[config.mk]
export PLATFORM = sky130hd
export DESIGN_NAME = msrh_l1d_snoop_merge_unit
export DESIGN_NICKNAME = d
export VERILOG_FILES = /design/src/rtl/msrh_l1d_snoop_merge_unit.sv
export SDC_FILE = /design/constraint.sdc
export NUM_CORES = 1
export LEC_CHECK = 0
export ABC_AREA = 1
export CAP_MARGIN = 10
export CORE_AREA = 2 2 236 238
export CTS_CLUSTER_SIZE = 28
export DETAILED_ROUTE_END_ITERATION = 16
export DIE_AREA = 0 0 238 240
export SLEW_MARGIN = 30
export SYNTH_ARGS = -nofsm -noshare
export SYNTH_HDL_FRONTEND = slang
export SYNTH_SLANG_ARGS = --single-unit
export TNS_END_PERCENT = 20
[constraint.sdc]
create_clock -name i_clk -period 1.8 [get_ports i_clk]
set_clock_uncertainty 0.1 [all_clocks]
set_input_delay 0.36 -clock i_clk [delete_from_list [all_inputs] [get_ports i_clk]]
set_output_delay 0.36 -clock i_clk [all_outputs]
set_load 0.02 [all_outputs]
[src/rtl/msrh_l1d_snoop_merge_unit.sv]
// Coherence snoop front-end: probes L1D and STQ together, retries on L1D conflict
// with a fixed backoff, and returns one response with STQ bytes merged over L1D bytes.
module msrh_l1d_snoop_merge_unit #(
   parameter int PADDR_W   = 56,
   parameter int DATA_W    = 128,
   parameter int BACKOFF   = 4,
   parameter int RETRY_MAX = 7
) (
   input  logic                  i_clk,
   input  logic                  i_reset,
   input  logic                  i_snp_req_valid,
   output logic                  o_snp_req_ready,
   input  logic [PADDR_W-1:0]    i_snp_req_paddr,
   output logic                  o_l1d_s0_valid,
   output logic [PADDR_W-1:0]    o_l1d_s0_paddr,
   input  logic                  i_l1d_s1_valid,
   input  logic [1:0]            i_l1d_s1_status,
   input  logic [DATA_W/8-1:0]   i_l1d_s1_be,
   input  logic [DATA_W-1:0]     i_l1d_s1_data,
   output logic                  o_stq_s0_valid,
   output logic [PADDR_W-1:0]    o_stq_s0_paddr,
   input  logic                  i_stq_s1_valid,
   input  logic [DATA_W/8-1:0]   i_stq_s1_be,
   input  logic [DATA_W-1:0]     i_stq_s1_data,
   output logic                  o_snp_resp_valid,
   input  logic                  i_snp_resp_ready,
   output logic [1:0]            o_snp_resp_status,
   output logic [DATA_W/8-1:0]   o_snp_resp_be,
   output logic [DATA_W-1:0]     o_snp_resp_data
);

   localparam int BE_W    = DATA_W / 8;
   localparam int RETRY_W = (RETRY_MAX < 1) ? 1 : $clog2(RETRY_MAX + 1);
   localparam int BOFF_W  = (BACKOFF < 1) ? 1 : $clog2(BACKOFF + 1);

   localparam logic [1:0] STAT_HIT      = 2'd1;
   localparam logic [1:0] STAT_CONFLICT = 2'd2;
   localparam logic [1:0] STAT_MISS     = 2'd3;

   typedef enum logic [2:0] {
      S_IDLE    = 3'd0,
      S_ISSUE   = 3'd1,
      S_WAIT    = 3'd2,
      S_BACKOFF = 3'd3,
      S_RESP    = 3'd4
   } state_t;

   state_t               r_state;
   state_t               w_next_state;
   logic [PADDR_W-1:0]   r_paddr;
   logic [RETRY_W-1:0]   r_retry;
   logic [BOFF_W-1:0]    r_boff;
   logic [1:0]           r_resp_status;
   logic [BE_W-1:0]      r_resp_be;
   logic [DATA_W-1:0]    r_resp_data;

   logic                 w_conflict;
   logic                 w_can_retry;
   logic                 w_l1d_hit;
   logic [BE_W-1:0]      w_stq_be;
   logic [DATA_W-1:0]    w_stq_data;
   logic [BE_W-1:0]      w_merge_be;
   logic [DATA_W-1:0]    w_merge_data;
   logic [1:0]           w_merge_status;

   // Both handshakes complete on a cycle where valid and ready are high together;
   // ready and valid on each side are functions of state only.
   assign o_snp_req_ready   = (r_state == S_IDLE);
   assign o_l1d_s0_valid    = (r_state == S_ISSUE);
   assign o_stq_s0_valid    = (r_state == S_ISSUE);
   assign o_l1d_s0_paddr    = r_paddr;
   assign o_stq_s0_paddr    = r_paddr;
   assign o_snp_resp_valid  = (r_state == S_RESP);
   assign o_snp_resp_status = r_resp_status;
   assign o_snp_resp_be     = r_resp_be;
   assign o_snp_resp_data   = r_resp_data;

   // A missing L1D response counts the same as an explicit conflict.
   assign w_conflict  = !i_l1d_s1_valid || (i_l1d_s1_status == STAT_CONFLICT);
   assign w_can_retry = (r_retry < RETRY_W'(RETRY_MAX));
   assign w_l1d_hit   = (i_l1d_s1_status == STAT_HIT);
   assign w_stq_be    = i_stq_s1_valid ? i_stq_s1_be   : '0;
   assign w_stq_data  = i_stq_s1_valid ? i_stq_s1_data : '0;

   always_comb begin
      w_merge_be   = '0;
      w_merge_data = '0;
      for (int b = 0; b < BE_W; b++) begin
         w_merge_data[b*8 +: 8] = w_stq_be[b] ? w_stq_data[b*8 +: 8] : i_l1d_s1_data[b*8 +: 8];
         w_merge_be[b]          = w_stq_be[b] | (w_l1d_hit & i_l1d_s1_be[b]);
      end
   end

   assign w_merge_status = (w_l1d_hit || (|w_stq_be)) ? STAT_HIT : STAT_MISS;

   always_ff @(posedge i_clk) begin
      if (i_reset) r_state <= S_IDLE;
      else         r_state <= w_next_state;
   end

   always_comb begin
      w_next_state = r_state;
      case (r_state)
         S_IDLE:    if (i_snp_req_valid) w_next_state = S_ISSUE;
         S_ISSUE:   w_next_state = S_WAIT;
         S_WAIT:    w_next_state = (w_conflict && w_can_retry) ? S_BACKOFF : S_RESP;
         S_BACKOFF: if (r_boff <= BOFF_W'(1)) w_next_state = S_ISSUE;
         S_RESP:    if (i_snp_resp_ready) w_next_state = S_IDLE;
         default:   w_next_state = S_IDLE;
      endcase
   end

   always_ff @(posedge i_clk) begin
      if (i_reset) begin
         r_paddr       <= '0;
         r_retry       <= '0;
         r_boff        <= '0;
         r_resp_status <= '0;
         r_resp_be     <= '0;
         r_resp_data   <= '0;
      end else begin
         case (r_state)
            S_IDLE: begin
               if (i_snp_req_valid) begin
                  r_paddr <= i_snp_req_paddr;
                  r_retry <= '0;
               end
            end
            S_WAIT: begin
               if (w_conflict) begin
                  if (w_can_retry) begin
                     r_retry <= r_retry + RETRY_W'(1);
                     r_boff  <= BOFF_W'(BACKOFF);
                  end else begin
                     r_resp_status <= STAT_CONFLICT;
                     r_resp_be     <= '0;
                     r_resp_data   <= '0;
                  end
               end else begin
                  r_resp_status <= w_merge_status;
                  r_resp_be     <= w_merge_be;
                  r_resp_data   <= w_merge_data;
               end
            end
            S_BACKOFF: r_boff <= r_boff - BOFF_W'(1);
            default: ;
         endcase
      end
   end

endmodule

; ---- Word-level counts from Yosys, hierarchy flattened
; Index checks and enable logic that the tools add are counted.
[classes]
n_addsub = 2
n_lt_le_gt_ge = 2
eq_ne = 12
n_mux = 37
n_bitwise = 32
n_reduce_logical = 13
[ops]
columns = operator, n
row1 = 2-to-1 mux 128 bit, 3
row2 = 2-to-1 mux 8 bit, 16
row3 = 2-to-1 mux 16 bit, 3
row4 = 2-to-1 mux 3 bit, 9
row5 = bitwise AND 1 bit, 16
row6 = bitwise OR 1 bit, 16
row7 = OR reduction 16 bit, 1
row8 = case mux 3 bit (5 select lines), 1
row9 = case mux 3 bit (2 select lines), 2
row10 = "!= test 2 bit, second input constant", 5
row11 = "== test 3 x 2 -> 1 bit, second input constant", 2
row12 = 2-to-1 mux 2 bit, 3
row13 = AND reduction 3 bit, 2
row14 = AND reduction 2 bit, 2
row15 = AND reduction 4 bit, 1
row16 = nonzero test 2 bit, 2
row17 = "adder 3 x 1 -> 3 bit, second input constant", 1
row18 = "== test 3 x 1 -> 1 bit, second input constant", 1
row19 = "== test 3 bit, second input constant", 1
row20 = "<= comparator 3 x 1 -> 1 bit, second input constant", 1
row21 = zero test 3 bit, 1
row22 = "less-than comparator 3 bit, second input constant", 1
row23 = "subtractor 3 x 1 -> 3 bit, second input constant", 1
row24 = "== test 2 x 1 -> 1 bit, second input constant", 1
row25 = 5 further kinds, 6
[word_totals]
reg_bits = 211
input_bits = 352
output_inout_bits = 262
word_cells = 105

; ---- Depth between registers and ports, before layout
; Gate-level depths: netlist of the first run.
[depth]
depth_word = 5
mapped_depth = 10
depth_no_buf = 9

; ---- Least setup slack after synthesis of the first run
; No wires, ideal clock.
[synth_timing]
kind = input port to flip-flop
from = in i_stq_s1_valid
to = reg r_resp_data[105], in the netlist o_snp_resp_data[105]
setup_time_ns = 0.132
t_arrival_ns = 1.223
required_ns = 1.568
setup_slack_ns = 0.345
stages = 6
n_path_buf = 2
cell_sequence = buf_2 > nand2_1 > clkbuf_1 > or2_2 > o211ai_1 > a21oi_1
[synth_between]
elab_chain_cells = 3
elab_cells_between_ends = 4
cone_classes = 4 x mux
[synth_rtl]
columns = element, line_no
row1 = start: declaration, 22  ; input logic i_stq_s1_valid,
row2 = 2-to-1 mux 128 bit or 2-to-1 mux 16 bit (tied branches), "83, 82"
row3 = 2-to-1 mux 8 bit *, 89  ; w_merge_data[b*8 +: 8] = w_stq_be[b] ? w_stq_data[b*8 +: 8] : i_l1d_s1_data[b*8 +: 8];
row4 = 2-to-1 mux 128 bit *, 130  ; if (w_conflict) begin
row5 = end signal: assignment, 142  ; r_resp_data <= w_merge_data;
row6 = end: declaration, 55  ; logic [DATA_W-1:0] r_resp_data;
; Mark *: on every way between the ends. The rest lies on a longest branch, timed or not.
; A chain may end at the register's enable or synchronous reset.

; ---- Worst setup path after layout of the first run
[layout_timing]
from = reg r_state[2]
to = out o_snp_req_ready
[layout_between]
elab_chain_cells = 1
[layout_rtl]
columns = element, line_no
row1 = start: declaration, 48  ; state_t r_state;
row2 = start signal: assignment, 98  ; else r_state <= w_next_state;
row3 = zero test 3 bit, 68  ; assign o_snp_req_ready = (r_state == S_IDLE);
row4 = end: declaration, 12  ; output logic o_snp_req_ready,
; Every way passes these cells.

==> reports/qor.yml, run 1 <==
outcome: "finished with violations"
violations: "negative setup slack"
fmax_ghz: 0.537
finalWorstSetupSlack_ps: -63.1
synth.top_cell.area_share: 0.429
period_needed_ps: 1860
grt_pass1_wl_um: 67200
hold_violations: 0
hold_buffers: 0
hold_start: "i_reset"
numCtsBuffers: 25
syn_area_per_cell_um2: 6.66
root_buffer: "clkbuf_16"
dpl.cell_count: 2753
reg2regPathDepth: 9
drv_cap: 0
firstDrtPassIters: 4
grt_usage: 0.152
clock_latency_ps: 550
ys_seq_area_frac: 0.429
viasPerCell: 4.24
start_util: 0.180
irDropWorstVdd_v: 0.000525
route.detailed.drc: 0
worst_pin_slew_ps: 369
critPathSlowestCell: "dfxtp_4"
io_pins: 614
hold_depth: 2
fin_crit_sh: 1.04
port_buffers: 613
yosysWarningCount: 0
hpwl_um: 37000
crit_top_cell: "buf_6"
placeableCoreArea_um2: 54700
synthCells: 1479
drv_slew: 0
vias: 11900
powerDensity_nw_per_um2: 835
drive_gt1_frac: 0.107
drt_iter0_drc: 447
rr_startpoint: "r_state[2]"
diodes: 0
ff2ff_setup_slack_ps: -10
antenna_found_initial: 3
layout.cells.non_filler: 2802
synth_top_area_cell: "dfxtp_1"
grt_max_degree: 75
die_width_um: 238
synth-seq-cells: 211
cts_buffer_depth: 3
die_area_um2: 57100
endpoint_kind: "primary output"
setup_violations: 8
syn_area_um2: 9860
r2r-end: "o_l1d_s0_paddr[29]"
grt_pass1_vias: 11600
crit_chain: "nor2_4 -> buf_6 -> nand2_4 -> clkinv_4 -> buf_6"
max_slew_margin: 0.755
max_stage_delay_ps: 370
row_count: 86
cp_max_fo: 4
areaGrowthSynthToFinish_pct: 80.8
hp-class: "in2reg"
arrival_ps: 1400
worstSetupStartpointType: "flip-flop"
fp.dieH_um: 240
rsz0062_at_grt: "true"
crit_required_ps: 1340
cts_tree: "built"
gr-total-overflow: 0
cp-startpoint: "r_state[2]"
path_class: "reg2out"
syn-num-nets: 1834
cts.clk_slew.worst_paths_ps: 60
cts_max_level: 1
routed_wl_um: 46100
synth_area_leaders: "dfxtp_1, nand2_1, a21oi_1"
cts.sinks: 211
leakage_nw: 8.06
ant_nets: 0
hold_end: "o_l1d_s0_paddr[49]"
gp_routability_congestion: 0.875
drt-wirelength-per-cell_um: 16.5
hold_slack_ps: 43.5
num-nets-final: 2435
synthDistinctLibCells: 23
area by class of cell:
cell class	instances	area (um2)
Inverter	34	138
Tap cell	704	881
Sequential cell	211	4240
Fill cell	5843	36800
Timing Repair Buffer	722	6970
Multi-Input combinational cell	1086	4700
Clock buffer	34	729
Clock inverter	11	163
state kept, by name, summed over array words and instances, names as in the netlist:
signal and flops:
r_retry 3, r_state 3, r_boff 3, o_snp_resp_data 128, o_snp_resp_be 16, o_l1d_s0_paddr 56, o_snp_resp_status 2
metal layers:
metal | wire [um] | vias to the layer above | GRT usage
li1 | - | 5889 | -
met1 | 17500 | 5405 | 0.166
met2 | 23300 | 498 | 0.282
met3 | 3910 | 75 | 0.0432
met4 | 1450 | 6 | 0.0536
met5 | 41 | - | 0
through the flow:
| step | setup TNS [ps] | power (mW) | setup slack [ps] | cell area [um2] | utilization |
|---|---|---|---|---|---|
| floorplan | 0 | 7.36 | 345 | 9860 | - |
| global route | -4850 | 15.6 | -145 | 17800 | 0.326 |
| global placement | -28120 | 9.69 | -503 | 17100 | 0.312 |
| CTS | -133 | 15.1 | -77.4 | 17800 | 0.326 |
| detailed placement | -37070 | 9.73 | -453 | 17100 | 0.312 |
| finish | -130 | 14.9 | -63.1 | 17800 | 0.326 |
power by group:
group	internal, mW	leakage [nW]	switching (mW)
combinational	1.93	5.90	2.24
clock	3.40	0.446	2.06
sequential	4.99	1.71	0.250
cell usage in the layout (no fill, tap or decap), types with 3 or more instances in the layout:
master	n
clkdlybuf4s15_1	17
clkdlybuf4s15_2	21
buf_6	8
o211ai_1	13
a21oi_1	209
clkbuf_2	4
bufinv_16	4
clkinv_2	5
clkdlybuf4s50_1	348
ha_1	3
nand4_1	3
o21ai_0	3
clkinv_1	6
or2_2	8
nor2_4	4
nand2_1	683
buf_4	90
clkbuf_16	25
inv_1	22
inv_2	3
nand2_2	7
dfxtp_1	205
nand3_1	128
buf_12	21
nor2_1	19
dlygate4sd2_1	210
clkbuf_8	7
dfxtp_2	4
worst max path at each step:
stage,end,slack (ps),cells after the start
after global routing,o_snp_req_ready,-150,5
final,o_snp_req_ready,-60,5
after floorplan,o_snp_resp_data[105],340,6
after detailed placement,o_snp_resp_status[1],-450,8
after global placement,o_snp_resp_status[1],-500,8
after CTS,o_snp_req_ready,-80,5
cells by family after synthesis:
family                     count (synthesis)  share of synthesized area
AOI/OAI and AO/OA                        226                      0.118
xor gates and xnor gates                   1                   0.000889
adders and majority gates                  3                    0.00381
buffers and inverters                    182                     0.0997
DFF                                      211                      0.429
and+or+nand+nor                          856                      0.349
synth_stat cells, drive strengths merged:
master and count:
o21ai 4, nor2 23, nor3 1, xnor2 1
buf 107, clkinv 6, ha 3, dfxtp 211
clkbuf 41, a21oi 209, or2 8, inv 28
nand3 128, nand4 3, nand2 693, o211ai 13
critical path: cells and delay by family (launching register included):
family / cells / cell delay, ps
buffers and inverters: 3 / 290
and+or+nand+nor: 2 / 180
DFF: 1 / 370
repair_timing:
action,in CTS,in global routing
endpoints found under the hold margin,0,0
pin swaps,2,1
gates resized for setup,356,14
setup endpoints to repair,313,85
buffers inserted,4,0
Power figures use the tool's default switching activity.
==> run 2, diff against run 1 <==
--- a/config.mk
+++ b/config.mk
@@ -11,6 +11,7 @@
 export CTS_CLUSTER_SIZE = 28
 export DETAILED_ROUTE_END_ITERATION = 16
 export DIE_AREA = 0 0 238 240
+export PLACE_DENSITY = 0.57
 export SLEW_MARGIN = 30
 export SYNTH_ARGS = -nofsm -noshare
 export SYNTH_HDL_FRONTEND = slang
==> run 2 against run 1 <==
Net effect:
- the run still ends with negative setup slack left
- via count rose by 0.94%
- wire length up 2.8%
- count of clock-buffer cells in the layout rose by 2
- worst setup slack better by 53 ps
- critical path depth shrank 2
- register-to-register slack hardly changed
- non-clock buffer count grew 18
- clock power fell by 5.5%
- sequential power about the same
- final cell count grew 0.68%
- hold slack better by 78 ps
- first-iteration DRC count shrank 6.0%
- largest power group is now registers
==> reports/qor.yml, run 2 (synthesized netlist as in run 1, its figures left out) <==
outcome: "finished with violations"  # unchanged
violations: "negative setup slack"  # unchanged
die_area_um2: 57100  # unchanged
crit_required_ps: 1340  # about the same
hpwl_um: 37500  # was 37,000 um
fmax_ghz: 0.553  # was 0.537 GHz
p_total_mw: 14.6  # was 14.9 mW
clock_latency_ps: 550  # about the same
worst_pin_slew_ps: 351  # was 369 ps
nFillCells: 5929  # was 5,843
setup_violations: 3  # was 8
fin_crit_sh: 1.01  # was 1.04
drv_slew: 0  # unchanged
hp-class: "in2reg"  # unchanged
powerDensity_nw_per_um2: 810  # was 835 nW/um2
cts_max_level: 1  # unchanged
final_common_cell: "nand2_1"  # unchanged
seq_area_um2: 4230  # was 4240 um2
mostFrequentLayoutCells: "nand2_1, clkdlybuf4s50_1, dlygate4sd2_1"  # unchanged
fp.dieH_um: 240  # unchanged
cp_max_fo: 3  # was 4
arrival_ps: 1350  # was 1400 ps
max_stage_delay_ps: 340  # was 370 ps
dp_worst_setup_slack_ps: -633  # was -453 ps
cts.sinks: 211  # unchanged
cts_tree: "built"  # unchanged
worstSetupStartpointType: "flip-flop"  # unchanged
die_width_um: 238  # unchanged
largest_reg_flops: 128  # unchanged
areaGrowthSynthToFinish_pct: 82.4  # was 80.8%
crit_chain: "buf_6 -> nor3_4 -> buf_6"  # was nor2_4 -> buf_6 -> nand2_4 -> clkinv_4 -> buf_6
drv_cap: 0  # unchanged
root_buffer: "clkbuf_16"  # unchanged
grt_pass1_vias: 12100  # was 11,600
period_needed_ps: 1810  # was 1860 ps
drt_iter0_drc: 420  # was 447
numCtsBuffers: 26  # was 25
firstDrtPassIters: 7  # was 4
hold_slack_ps: 122  # was 43.5 ps
num-nets-final: 2454  # was 2,435
endpoint_kind: "primary output"  # unchanged
finalWorstSetupSlack_ps: -9.65  # was -63.1 ps
grt_max_degree: 58  # was 75
antenna_found_initial: 2  # was 3
route.detailed.drc: 0  # unchanged
cts.clk_slew.worst_paths_ps: 60  # about the same
gp_routability_congestion: 0.900  # was 0.875
grt_pass1_wl_um: 69100  # was 67,200 um
path_class: "reg2out"  # unchanged
irDropWorstVdd_v: 0.000660  # was 0.000525 V
hold_violations: 0  # unchanged
critPathSlowestCell: "dfxtp_2"  # was dfxtp_4
port_buffers: 613  # unchanged
drt-wirelength-per-cell_um: 16.8  # was 16.5 um
row_count: 86  # unchanged
cts_buffer_depth: 3  # unchanged
viasPerCell: 4.25  # was 4.24
multi_input_area_um2: 4720  # was 4700 um2
drive_gt1_frac: 0.115  # was 0.107
finish.utilization: 0.329  # was 0.326
rsz0062_at_grt: "true"  # unchanged
routed_wl_um: 47400  # was 46,100 um
max_slew_margin: 0.767  # was 0.755
leakage_nw: 8.17  # was 8.06 nW
diodes: 0  # unchanged
grt_usage: 0.156  # was 0.152
crit_top_cell: "buf_6"  # unchanged
start_util: 0.180  # unchanged
vias: 12000  # was 11,900
io_pins: 614  # unchanged
ant_nets: 0  # unchanged
gr-total-overflow: 0  # unchanged
placeableCoreArea_um2: 54700  # unchanged
[run 2: changes by cell type in the layout (fill, tap and decap cells not counted), moves of 4 or more]
cell and delta:
a21oi_1 -5, a21oi_2 +5, buf_4 +9, clkbuf_16 +4, clkdlybuf4s15_1 -5, dlygate4sd2_1 +8
[run 2: layer usage]
metal / vias up / track usage / part of all wire
met2: 497 / 0.287 / 0.50
met4: 4 / 0.0614 / 0.035
met5: - / 0 / 0.00040
met3: 78 / 0.0421 / 0.082
met1: 5477 / 0.168 / 0.38
li1: 5929 / - / -
[run 2: what timing repair did]
action	CTS	global route
pin swaps	2	7
gates resized for setup	336	33
endpoints found under the hold margin	11	0
hold buffers	1	0
setup endpoints to repair	295	133
cloned	0	3
setup buffers	1	8
[run 2: where the power goes]
group	leakage (nW)	total (mW)	switching (mW)	internal [mW]
combinational	6.04	4.18	2.25	1.93
sequential	1.71	5.21	0.226	4.99
clock	0.417	5.16	2.12	3.04
[run 2: stage by stage]
step	TNS (ps)	instances	instance area, um2
floorplan	0	1479	9860
global placement	-31740	2763	17100
detailed placement	-39140	2763	17100
CTS	-98.2	2811	17800
global route	-1870	2821	18000
finish	-18.9	2821	18000
[run 2: worst max-delay path: cells and delay by family (launching register included)]
kind	cells	cell delay (ps)
buffers and inverters	2	280
DFF	1	340
and+or+nand+nor	1	180
[run 2: layout make-up]
type                    count  area share
repair buffers            740       0.399
clock buffers              36      0.0416
clock inverters            10     0.00536
well taps                 704      0.0490
inverters                  34     0.00745
flip-flops and latches    211       0.235
multi-input cells        1086       0.262
[run 2: final timing paths]
kind / slack (ps) / cells after the start / startpoint / to
max: -10 / 3 / r_state[1] / o_snp_resp_valid
min: 120 / 3 / i_snp_req_valid / o_l1d_s0_paddr[6]
max reg2reg: -10 / 9 / r_state[2] / o_snp_resp_data[28]
min reg2reg: 350 / 2 / o_snp_resp_data[81] / o_snp_resp_data[81]
